## config.mk

```make
export PLATFORM = sky130hd
export DESIGN_NAME = data_memory_arbiter
export DESIGN_NICKNAME = d
export VERILOG_FILES = /design/src/rtl/data_memory_arbiter_pkg.sv /design/src/rtl/data_memory_addr_check.sv /design/src/rtl/data_memory_arbiter.sv
export SDC_FILE = /design/constraint.sdc
export NUM_CORES = 1
export LEC_CHECK = 0
export BUFFER_PORTS_ARGS = -buffer_cell sky130_fd_sc_hd__buf_4
export CAP_MARGIN = 20
export CORE_AREA = 2 2 118 120
export CTS_CLUSTER_DIAMETER = 80
export CTS_CLUSTER_SIZE = 20
export DETAILED_ROUTE_END_ITERATION = 8
export DIE_AREA = 0 0 120 122
export GPL_TIMING_DRIVEN = 0
export PLACE_DENSITY = 0.75
export SYNTH_ARGS = -nofsm -noshare
export SYNTH_HDL_FRONTEND = slang
export SYNTH_SLANG_ARGS = --single-unit
```

## constraint.sdc

```tcl
create_clock -name clk -period 2.2 [get_ports clk]
set_input_delay 0.11 -clock clk [delete_from_list [all_inputs] [get_ports clk]]
set_output_delay 0.11 -clock clk [all_outputs]
set_load 0.01 [all_outputs]
```

## src/rtl/data_memory_arbiter_pkg.sv

```systemverilog
// Shared definitions for the data memory arbiter: FSM encoding, default base address
// and the address range helper used by the per-port range checkers.
package data_memory_arbiter_pkg;

  localparam int unsigned ADDR_W = 32;
  localparam logic [ADDR_W-1:0] DEFAULT_BASE_ADDR = 32'h1001_0000;

  typedef enum logic [1:0] {
    ST_IDLE = 2'd0,
    ST_OWN0 = 2'd1,
    ST_OWN1 = 2'd2
  } arb_state_e;

  // Word-aligned and inside [base, base + 4*depth); the unsigned compare rejects addresses below base.
  function automatic logic addr_in_range(input logic [ADDR_W-1:0] addr,
                                         input logic [ADDR_W-1:0] base,
                                         input logic [ADDR_W-1:0] depth);
    logic [ADDR_W-1:0] offset;
    offset = addr - base;
    return (addr >= base) && ((offset >> 2) < depth) && (addr[1:0] == 2'b00);
  endfunction

endpackage

```

## src/rtl/data_memory_addr_check.sv

```systemverilog
// Combinational range/alignment check of one requester's byte address against the data memory window.
module data_memory_addr_check
  import data_memory_arbiter_pkg::*;
#(
  parameter logic [ADDR_W-1:0] BASE_ADDR    = DEFAULT_BASE_ADDR,
  parameter int unsigned       MEMORY_DEPTH = 512
) (
  input  logic [ADDR_W-1:0] addr,
  output logic              in_range
);

  assign in_range = addr_in_range(addr, BASE_ADDR, ADDR_W'(MEMORY_DEPTH));

endmodule

```

## src/rtl/data_memory_arbiter.sv

```systemverilog
// Round-robin arbiter with burst limit sharing the single-port data memory between
// the core (port 0) and a peripheral/debug master (port 1); read data is returned registered.
module data_memory_arbiter
  import data_memory_arbiter_pkg::*;
#(
  parameter int unsigned           DATA_WIDTH   = 32,
  parameter logic [DATA_WIDTH-1:0] BASE_ADDR    = DEFAULT_BASE_ADDR,
  parameter int unsigned           MEMORY_DEPTH = 512,
  parameter int unsigned           MAX_BURST    = 4
) (
  input  logic                  clk,
  input  logic                  reset,
  input  logic                  req0,
  input  logic                  req1,
  input  logic                  we0,
  input  logic                  we1,
  input  logic [DATA_WIDTH-1:0] addr0,
  input  logic [DATA_WIDTH-1:0] addr1,
  input  logic [DATA_WIDTH-1:0] wdata0,
  input  logic [DATA_WIDTH-1:0] wdata1,
  output logic                  gnt0,
  output logic                  gnt1,
  output logic                  rvalid0,
  output logic                  rvalid1,
  output logic [DATA_WIDTH-1:0] rdata0,
  output logic [DATA_WIDTH-1:0] rdata1,
  output logic                  err0,
  output logic                  err1,
  output logic [DATA_WIDTH-1:0] mem_addr,
  output logic [DATA_WIDTH-1:0] mem_wdata,
  output logic                  mem_write,
  output logic                  mem_read,
  input  logic [DATA_WIDTH-1:0] mem_rdata
);

  localparam int unsigned BURST_W = (MAX_BURST > 1) ? $clog2(MAX_BURST) : 1;
  localparam logic [BURST_W-1:0] BURST_LAST = BURST_W'(MAX_BURST - 1);

  arb_state_e            state_q, state_d;
  logic                  last_owner_q, last_owner_d;
  logic [BURST_W-1:0]    burst_cnt_q, burst_cnt_d;
  logic                  rvalid0_q, rvalid0_d, rvalid1_q, rvalid1_d;
  logic                  err0_q, err0_d, err1_q, err1_d;
  logic [DATA_WIDTH-1:0] rdata0_q, rdata0_d, rdata1_q, rdata1_d;
  logic                  in_range0, in_range1;

  data_memory_addr_check #(
    .BASE_ADDR   (BASE_ADDR),
    .MEMORY_DEPTH(MEMORY_DEPTH)
  ) u_addr_check0 (
    .addr    (addr0),
    .in_range(in_range0)
  );

  data_memory_addr_check #(
    .BASE_ADDR   (BASE_ADDR),
    .MEMORY_DEPTH(MEMORY_DEPTH)
  ) u_addr_check1 (
    .addr    (addr1),
    .in_range(in_range1)
  );

  // Out-of-range grants still drive the address but never enable the memory.
  always_comb begin
    gnt0      = (state_q == ST_OWN0) && req0;
    gnt1      = (state_q == ST_OWN1) && req1;
    mem_addr  = '0;
    mem_wdata = '0;
    mem_write = 1'b0;
    mem_read  = 1'b0;
    if (gnt0) begin
      mem_addr  = addr0;
      mem_wdata = wdata0;
      mem_write = we0 && in_range0;
      mem_read  = !we0 && in_range0;
    end else if (gnt1) begin
      mem_addr  = addr1;
      mem_wdata = wdata1;
      mem_write = we1 && in_range1;
      mem_read  = !we1 && in_range1;
    end
  end

  always_comb begin
    state_d      = state_q;
    last_owner_d = last_owner_q;
    burst_cnt_d  = burst_cnt_q;
    unique case (state_q)
      ST_IDLE: begin
        if (req0 && req1) state_d = last_owner_q ? ST_OWN0 : ST_OWN1;
        else if (req0)    state_d = ST_OWN0;
        else if (req1)    state_d = ST_OWN1;
      end
      ST_OWN0: begin
        if (!req0) begin
          state_d = req1 ? ST_OWN1 : ST_IDLE;
        end else begin
          last_owner_d = 1'b0;
          if (burst_cnt_q == BURST_LAST && req1) state_d = ST_OWN1;
          else if (burst_cnt_q != BURST_LAST)    burst_cnt_d = burst_cnt_q + BURST_W'(1);
        end
      end
      ST_OWN1: begin
        if (!req1) begin
          state_d = req0 ? ST_OWN0 : ST_IDLE;
        end else begin
          last_owner_d = 1'b1;
          if (burst_cnt_q == BURST_LAST && req0) state_d = ST_OWN0;
          else if (burst_cnt_q != BURST_LAST)    burst_cnt_d = burst_cnt_q + BURST_W'(1);
        end
      end
      default: state_d = ST_IDLE;
    endcase
    // The count saturates rather than wraps so a long solo burst still yields promptly.
    if (state_d != state_q) burst_cnt_d = '0;
  end

  always_comb begin
    rvalid0_d = gnt0 && !we0;
    rvalid1_d = gnt1 && !we1;
    err0_d    = gnt0 && !in_range0;
    err1_d    = gnt1 && !in_range1;
    rdata0_d  = rdata0_q;
    rdata1_d  = rdata1_q;
    if (gnt0 && !we0) rdata0_d = in_range0 ? mem_rdata : '0;
    if (gnt1 && !we1) rdata1_d = in_range1 ? mem_rdata : '0;
  end

  always_ff @(posedge clk or negedge reset) begin
    if (!reset) begin
      state_q      <= ST_IDLE;
      last_owner_q <= 1'b1;
      burst_cnt_q  <= '0;
      rvalid0_q    <= 1'b0;
      rvalid1_q    <= 1'b0;
      err0_q       <= 1'b0;
      err1_q       <= 1'b0;
      rdata0_q     <= '0;
      rdata1_q     <= '0;
    end else begin
      state_q      <= state_d;
      last_owner_q <= last_owner_d;
      burst_cnt_q  <= burst_cnt_d;
      rvalid0_q    <= rvalid0_d;
      rvalid1_q    <= rvalid1_d;
      err0_q       <= err0_d;
      err1_q       <= err1_d;
      rdata0_q     <= rdata0_d;
      rdata1_q     <= rdata1_d;
    end
  end

  assign rvalid0 = rvalid0_q;
  assign rvalid1 = rvalid1_q;
  assign err0    = err0_q;
  assign err1    = err1_q;
  assign rdata0  = rdata0_q;
  assign rdata1  = rdata1_q;

endmodule

```

* Word level (Yosys, flattened, before mapping)
Cells that the tools add are included.
Storage, ports and cells: register bits 73, input port bits 166, output and inout port bits 136
Operators by class: add/sub/neg operators 3, $lt $le $gt $ge 4, equality and inequality tests 11, muxes and demuxes 31, reductions and logical operators 28
Operator list (number):
- 32-bit 2-to-1 mux | 6
- 32-bit by 29-bit greater-or-equal comparator with 1-bit output, second input constant | 2
- 32-bit by 29-bit subtractor with 32-bit output, second input constant | 2
- 30-bit by 10-bit less-than comparator with 1-bit output, second input constant | 2
- 2-bit 2-to-1 mux | 15
- 1-bit logical AND | 17
- 3-bit by 2-bit inequality test with 1-bit output, second input constant | 4
- 1-bit 2-to-1 mux | 7
- 2-bit zero test | 3
- 2-bit inequality test, second input constant | 3
- 2-bit case mux with 3 select lines | 1
- 5-bit AND reduction | 1
- 2-bit == test, second input constant | 2
- 1-bit zero test | 4
- 2-bit case mux with 2 select lines | 1
- 3-bit AND reduction | 1
- 3-bit nonzero test | 1
- 2-bit by 1-bit adder with 2-bit output, second input constant | 1
- 2-bit by 1-bit == test with 1-bit output, second input constant | 1
- 2-bit inequality test | 1
- 1-bit case mux with 2 select lines | 1
- 2-bit nonzero test | 1

* Longest topological paths before layout
Gate-level depths: netlist of the first run.
word-level depth 8, mapped depth 10, gate-level depth less buffers 8

* Hierarchy
From an unflattened synthesis of the first run, not the netlist that was laid out.
Second synthesis, totals: cell total of the unflattened synthesis 450, area, all modules 4001.3 µm²
Modules (own cells, without submodules):
- data_memory_arbiter | times used 1, cells each 428, area each 3816.2 µm², sequential area each 1828.0 µm²
- data_memory_addr_check | times used 2, cells each 11, area each 92.6 µm², sequential area each 0.0 µm²

* Worst setup path before layout of the first run
No wires, ideal clock.
kind input to output, start point in addr0[20], end point out mem_read, arrival 2.243 ns, data required time 2.090 ns, path slack -0.153 ns, stages 6, path buffers 1, cells stage by stage or4_1 -> or3_1 -> or4_1 -> a2111o_1 -> buf_6 -> nand2_1
On the way: word-level cells in the longest chain between the ends 6, elaborated cells on any way between the ends 7
RTL lines:
- start, declared | line data_memory_arbiter.sv:17 | input logic [DATA_WIDTH-1:0] addr0,
- 32-bit by 29-bit subtractor with 32-bit output | line data_memory_arbiter_pkg.sv:19 | offset = addr - base;
- 30-bit by 10-bit less-than comparator with 1-bit output | line data_memory_arbiter_pkg.sv:20 | return (addr >= base) && ((offset >> 2) < depth) && (addr[1:0] == 2'b00);
- 1-bit logical AND (*) (2 in a row) | line data_memory_arbiter_pkg.sv:20
- 1-bit logical AND (*) | line data_memory_arbiter.sv:75 | mem_read = !we0 && in_range0;
- 1-bit 2-to-1 mux (*) | line data_memory_arbiter.sv:71 | if (gnt0) begin
- end, declared | line data_memory_arbiter.sv:32 | output logic mem_read,
Mark *: on every way between the ends. The rest lies on a longest branch, timed or not.

* Worst setup path after layout of the first run
Same ends and word-level chain as after synthesis.

==> reports/metrics.csv, run 1 <==
metric;value;unit
worst ir drop on vdd;0.466;mV
number of enable flip-flop cells after synthesis;0;
most instantiated flip-flop cell in the synthesis netlist;sky130_fd_sc_hd__dfrtp_1;
count of cells along the worst hold path;3;
final setup margin;-0.293;ns
antenna violations before repair;0;
sum of overflow across all layers after global routing;0;
reg-to-reg startpoint;state_q[1];
min-delay src;mem_rdata[23];
footprint of the multi-input gates;2050;sq um
pin count of the biggest net entering global routing;74;
Post-Syn Instances;454;
Cell Count, Final, Fillers Out;958;
most frequent cell after synthesis;sky130_fd_sc_hd__nand2_1;
proportion of layout cells with a drive suffix above 1;51.2;%
post-layout util;52.6;%
Setup-failing EPs final;33;
clock tree from TritonCTS;done;
internal cell power;3.25;mW
data arrival at the endpoint of the critical path;2.38;ns
clock tree root buffer cell;sky130_fd_sc_hd__clkbuf_16;
Distinct cells, synth;44;
floorplan core area;13500;sq um
# IOs;302;
worst slew slack as a fraction of its limit;38.4;%
pins over their slew limit;0;
Placement Rows;43;
# Max-Cap Violations;0;
total CTS buffers;9;
top post-synthesis cells by count;sky130_fd_sc_hd__nand2_1, sky130_fd_sc_hd__dfrtp_1, sky130_fd_sc_hd__a22o_1, sky130_fd_sc_hd__inv_1, sky130_fd_sc_hd__nand3_1;
ratio of routed vias to standard cells;4.94;
Initial DRT Pass Iterations;4;
clock skew;0.00541;ns
HPWL after DPL;13600;um
worst min-delay path class;primary input to register;
maximum frequency from static timing analysis;401;MHz
cell count after placement;936;
via count of the first global-routing pass;4536;
count of buffers from port buffering;301;
Critical Path End Type;output port;
die span in y;122;um
count of nets after finishing;945;
fill cell total of the finished layout;1262;
worst-case setup slack after placement;-0.559;ns
horizontal die dimension;120;um
cells on worst reg2reg path;11;
R2R Setup Slk;-0.03;ns
Synth Net Count;625;
number of buffers between clock root and the deepest sink;2;
top fanout value on the critical path;2;
Post-Synthesis Mean Instance Area;8.93;sq um
sinks on the clock net;73;
effective utilization at floorplan;30.0;%
DRT antenna net count;0;
top-area cell type share of the netlist area;44.5;%
failing checks;negative setup slack;
Seq/Total Area, Yosys;45.1;%
H-tree levels;3;
critical register-to-register path endpoint;rdata0[8];
total number of vias;4729;
post-route minimum period;2.49;ns
Async S/R FF share, synth;100;%
starting DRC count in detailed routing;291;
sequential standard cell area;1830;sq um
worst hold-check slack;0.0102;ns
wire length reported by the detailed router;16800;um
switching component of the power;1.61;mW
switching fraction of total power;33.1;%
netlist area before placement;4050;sq um
insertion delay to the later sink of the worst-skew pair;0.33;ns
unrepaired setup endpoints after global routing;yes;
classification of the worst setup path;primary input to output port;
total routing resource utilization after global routing;22.3;%
final hold violation count;0;
number of storage elements in the synthesis netlist;73;
portion of total power attributed to sequential cells;29.9;%
first-pass GRT wire length;24900;um
sum of negative setup slack;-7.01;ns
count of inserted antenna diode cells;0;
power density of the placed cells;685;nW/um^2
Critical Path RT;2.09;ns
cell types with the largest area share after synthesis;sky130_fd_sc_hd__dfrtp_1, sky130_fd_sc_hd__a22o_1, sky130_fd_sc_hd__nand2_1;
measured slew at the worst slew-check pin;0.923;ns
clock transition at the registers of the reported paths;0.06;ns
clock power share;26.9;%
die area;14600;sq um
portion of the clock cycle consumed by the worst path in the final layout;113;%
Area growth, synth to finish;75.1;%
Yosys Warn Count;0;
Worst Hold Path EP;rdata1[23];
combinational share of power;43.2;%
number of design rule violations left after detail routing;0;
status;complete, but fails checks;
routability congestion estimate from global placement;0.933;
Static Leakage;3.92;nW
kind of start point of the critical path;primary input;
cell type with the highest aggregate area in the netlist;sky130_fd_sc_hd__dfrtp_1;
average detailed-routed wire length per instance;17.6;um
==> cell families after synthesis <==
group,Yosys count,synth area share [%]
simple gates,178,19.9
xor+xnor,4,0.865
fa+ha+maj,5,1.54
mux,2,0.494
flops,73,45.1
buf+inv,70,7.04
compound gates,122,25.0
==> metal layers <==
layer | part of all wire [%] | track usage, % | wire (um)
met5 | 0 | 0 | 0
met4 | 3.0 | 8.75 | 498
met3 | 6.1 | 3.65 | 1020
met2 | 48 | 36.7 | 8070
met1 | 43 | 29.3 | 7230
==> what timing repair did <==
action                                  in CTS  in global routing
hold endpoints to repair                    72                  0
endpoints found under the setup margin     128                107
hold buffers                                 1                  0
resized for setup                           53                 25
pin swaps                                    1                  0
gates cloned                                 0                  0
setup buffers                                6                  2
==> area by class of cell <==
type                            instances  area share, %
Clock buffer                           12           3.47
Multi-Input combinational cell        311           28.8
Timing Repair Buffer                  311           33.3
Buffer                                 29           3.05
Clock inverter                          3          0.247
Tap cell                              180           3.17
Inverter                               39           2.12
Sequential cell                        73           25.8
==> critical path, stage by stage <==
cell and delay [ns]:
sky130_fd_sc_hd__buf_6 0.09, sky130_fd_sc_hd__or4_4 0.53, sky130_fd_sc_hd__or3_4 0.35, sky130_fd_sc_hd__or4_4 0.52, sky130_fd_sc_hd__a2111o_1 0.46, sky130_fd_sc_hd__buf_6 0.15
sky130_fd_sc_hd__nand2_2 0.06, sky130_fd_sc_hd__buf_6 0.10
==> power groups by stage <==
stage               sequential (mW)  combinational (mW)  clock (mW)
floorplan                      1.47               0.951           0
global placement               1.47                1.92           0
detailed placement             1.47                1.92           0
CTS                            1.44                2.05        1.33
global route                   1.46                2.26        1.40
finish                         1.45                2.10        1.31
==> layout by cell type (no fill, tap or decap), drive strengths merged, types with 2 or more instances in the layout <==
master / instances
buf: 322
nand2: 106
dfrtp: 72
a22o: 64
o21ai: 39
inv: 38
nand3: 34
clkbuf: 29
nor2: 7
a21oi: 5
nand2b: 5
ha: 5
nor3: 4
or4: 4
or3: 4
clkinv: 3
nor4b: 3
nor2b: 2
a21o: 2
xor2: 2
nor4: 2
xnor2: 2
a2111o: 2
mux2i: 2
==> how the worst max path moves through the flow <==
| stage | startpoint | to | slack [ns] |
|---|---|---|---|
| after floorplan | addr0[20] | mem_read | -0.14 |
| after global placement | addr0[20] | mem_read | -0.56 |
| after detailed placement | addr0[20] | mem_read | -0.56 |
| after CTS | addr0[20] | mem_read | -0.28 |
| after global routing | addr0[20] | mem_read | -0.30 |
| final | addr0[20] | mem_read | -0.29 |
==> flip-flops by register name (all words and copies together), names as in the netlist <==
register / flops
rdata0: 32
burst_cnt_q: 2
rvalid1: 1
err0: 1
last_owner_q: 1
state_q: 2
rdata1: 32
rvalid0: 1
err1: 1
==> metrics by stage <==
stage          power, mW  cell area [sq um]
6_report            4.86               7100
5_1_grt             5.11               7100
4_1_cts             4.83               7020
3_5_place_dp        3.39               6550
3_3_place_gp        3.39               6550
2_1_floorplan       2.42               4060
Note: power is estimated with default switching activity, not from simulation.
==> run 2, diff against run 1 <==
PLACE_DENSITY = 0.72   (was 0.75)
clock period = 2.83 ns   (was 2.2 ns; I/O delays follow)
==> run 2 against run 1 <==
  * The run now ends clean
  * Non-clock buffer count is 5 lower
  * Setup slack better by 0.48 ns
  * Sequential power is 22% lower
  * First-iteration DRC count is 22% lower
  * Final area is 3.0% lower
  * Utilization is 1.6 points lower
  * Total power is 23% lower
  * Via count is 3.5% lower
  * Largest cell class unchanged
  * Largest power group unchanged
  * Highest routed layer unchanged
==> reports/metrics.csv, run 2 (synthesized netlist as in run 1, its figures left out) <==
metric;value;unit;change
unrepaired setup endpoints after global routing;no;;was yes
number of buffers between clock root and the deepest sink;2;;unchanged
Max Used Layer;met4;;unchanged
routability congestion estimate from global placement;0.918;;was 0.933
portion of the clock cycle consumed by the worst path in the final layout;93.5;%;
worst ir drop on vdd;0.297;mV;was 0.466 mV
Initial DRT Pass Iterations;4;;unchanged
internal cell power;2.53;mW;was 3.25 mW
Static Leakage;3.81;nW;was 3.92 nW
wire length reported by the detailed router;15800;um;was 16800 um
DRT antenna net count;0;;unchanged
total number of vias;4562;;was 4729
chain of cells forming the critical path;buf_4 -> or4_1 -> or3_4 -> or4_1 -> a2111o_1 -> buf_6 -> nand2_1 -> buf_4;;was buf_6 -> or4_4 -> or3_4 -> or4_4 -> a2111o_1 -> buf_6 -> nand2_2 -> buf_6
commonest non-fill, non-tap cell in the layout;sky130_fd_sc_hd__buf_4;;unchanged
horizontal die dimension;120;um;unchanged
pins over their slew limit;0;;unchanged
clock power share;30.1;%;was 26.9%
Max stage delay on crit path;0.53;ns;about the same
starting DRC count in detailed routing;228;;was 291
portion of total power attributed to sequential cells;30.1;%;was 29.9%
data arrival at the endpoint of the critical path;2.50;ns;was 2.38 ns
number of design rule violations left after detail routing;0;;unchanged
status;finished clean;;was complete, but fails checks
slowest cell on the critical path;sky130_fd_sc_hd__or4_1;;was sky130_fd_sc_hd__or4_4
power density of the placed cells;545;nW/um^2;was 685 nW/um^2
post-route minimum period;2.64;ns;
kind of start point of the critical path;primary input;;unchanged
count of nets after finishing;940;;was 945
H-tree levels;3;;unchanged
post-placement cell area;6540;sq um;was 6550 sq um
Setup-failing EPs final;0;;was 33
worst min-delay path class;primary input to register;;unchanged
final hold violation count;0;;unchanged
Layout Cell Area excl Fill;6890;sq um;was 7100 sq um
switching fraction of total power;32.5;%;was 33.1%
die span in y;122;um;unchanged
effective utilization at floorplan;30.0;%;unchanged
total CTS buffers;9;;unchanged
proportion of layout cells with a drive suffix above 1;47.9;%;was 51.2%
measured slew at the worst slew-check pin;0.926;ns;was 0.923 ns
count of buffer and inverter cells on the critical path;3;;unchanged
insertion delay to the later sink of the worst-skew pair;0.33;ns;about the same
count of buffers from port buffering;301;;unchanged
critical register-to-register path endpoint;rdata0[26];;was rdata0[8]
cell count after placement;935;;was 936
combinational share of power;39.9;%;was 43.2%
Critical Path End Type;output port;;unchanged
# Max-Cap Violations;0;;unchanged
switching component of the power;1.22;mW;was 1.61 mW
end point of the critical path;mem_read;;unchanged
sum of overflow across all layers after global routing;0;;unchanged
reg-to-reg startpoint;state_q[1];;unchanged
met3 layer wire length in the routed design;921;um;was 1020 um
pin count of the biggest net entering global routing;74;;unchanged
count of inserted antenna diode cells;0;;unchanged
most frequent cells in the layout;sky130_fd_sc_hd__buf_4, sky130_fd_sc_hd__nand2_1, sky130_fd_sc_hd__dfrtp_1;;unchanged
clock transition at the registers of the reported paths;0.06;ns;about the same
top fanout value on the critical path;4;;was 2
# IOs;302;;unchanged
Critical Path RT;2.69;ns;was 2.09 ns
R2R Setup Slk;0.45;ns;was -0.03 ns
Area growth, synth to finish;69.9;%;was 75.1%
clock skew;0.00622;ns;was 0.00541 ns
maximum frequency from static timing analysis;378;MHz;
Placement Rows;43;;unchanged
ratio of routed vias to standard cells;4.79;;was 4.94
sinks on the clock net;73;;unchanged
average detailed-routed wire length per instance;16.6;um;was 17.6 um
total routing resource utilization after global routing;20.8;%;was 22.3%
floorplan core area;13500;sq um;unchanged
antenna violations before repair;0;;unchanged
instance count on the critical path;8;;unchanged
Cell Count, Final, Fillers Out;953;;was 958
cells on worst reg2reg path;10;;was 11
fill cell total of the finished layout;1299;;was 1262
classification of the worst setup path;primary input to output port;;unchanged
via count of the first global-routing pass;4461;;was 4536
first-pass GRT wire length;23700;um;was 24900 um
HPWL after DPL;12700;um;was 13600 um
clock tree from TritonCTS;done;;unchanged
worst slew slack as a fraction of its limit;38.3;%;was 38.4%
sum of routed wire segments on met1;6630;um;was 7230 um
die area;14600;sq um;unchanged
metal2 WL;7860;um;was 8070 um
gate family responsible for the most delay along the worst path;simple AND/OR/NAND/NOR gates;;unchanged
clock tree root buffer cell;sky130_fd_sc_hd__clkbuf_16;;unchanged
launch point of the worst path;addr0[20];;unchanged
## run 2: cell types whose count changed in the layout (fill, tap and decap cells not counted), moves of 3 or more
cell | previous run | this run
sky130_fd_sc_hd__or4_1 | 1 | 4
sky130_fd_sc_hd__or4_4 | 3 | 0
sky130_fd_sc_hd__buf_6 | 11 | 3
sky130_fd_sc_hd__buf_1 | 0 | 5
sky130_fd_sc_hd__o21ai_0 | 7 | 10
## run 2: repair_timing
item,CTS,global route
pin swaps,1,1
setup buffers,1,2
setup endpoints to repair,51,57
hold endpoints to repair,37,0
gates resized for setup,7,8
hold buffers,1,0
## run 2: per-stage QoR
| step | utilization, % | TNS, ns | total power [mW] | hold slack [ns] | setup WS [ns] |
|---|---|---|---|---|---|
| finish | 51.0 | 0 | 3.75 | 0.0402 | 0.185 |
| global route | 51.0 | 0 | 3.94 | 0.0370 | 0.0294 |
| CTS | 50.8 | 0 | 3.77 | 0.0364 | 0.00248 |
| detailed placement | 48.4 | -0.00254 | 2.63 | 0.342 | -0.00254 |
| global placement | 48.4 | -0.00888 | 2.62 | 0.340 | -0.00888 |
| floorplan | - | 0 | 1.88 | -0.154 | 0.414 |
## run 2: final cells by class
type,instances,area (sq um),area share [%]
clock inverter,5,56.3,0.818
buffer,29,141,2.05
inverter,39,146,2.13
timing repair buffer,306,2300,33.4
clock buffer,10,239,3.47
multi-input combinational,311,1950,28.3
tap,180,225,3.27
sequential,73,1830,26.6
## run 2: layer usage
metal	track usage, %	vias to the layer above
met5	0	-
met4	7.28	0
met3	3.75	24
met2	36.4	185
met1	25.9	2138
li1	-	2215
## run 2: worst register-to-register path, cell delays in order, from the launching register on
cell and delay, ns:
sky130_fd_sc_hd__dfrtp_2 0.46, sky130_fd_sc_hd__inv_1 0.10, sky130_fd_sc_hd__ha_1 0.25, sky130_fd_sc_hd__nand2_2 0.14
sky130_fd_sc_hd__inv_2 0.13, sky130_fd_sc_hd__nand2b_2 0.17, sky130_fd_sc_hd__a2111o_1 0.45, sky130_fd_sc_hd__buf_4 0.16
sky130_fd_sc_hd__buf_4 0.15, sky130_fd_sc_hd__buf_6 0.16, sky130_fd_sc_hd__o21ai_2 0.14
## run 2: worst min path at each step
stage,from,endpoint,slack (ns),cells past startpoint
floorplan,reset,burst_cnt_q[0],-0.15,0
global placement,reset,rdata0[4],0.34,1
detailed placement,reset,rdata0[4],0.34,1
CTS,mem_rdata[23],rdata1[23],0.04,3
global route,mem_rdata[14],rdata1[14],0.04,3
finish,mem_rdata[4],rdata1[4],0.04,3
## run 2: power by group through the flow
stage / combinational (mW) / clock [mW] / sequential (mW)
finish: 1.50 / 1.13 / 1.13
global route: 1.61 / 1.19 / 1.13
CTS: 1.49 / 1.15 / 1.13
detailed placement: 1.48 / 0 / 1.14
global placement: 1.48 / 0 / 1.14
floorplan: 0.739 / 0 / 1.14
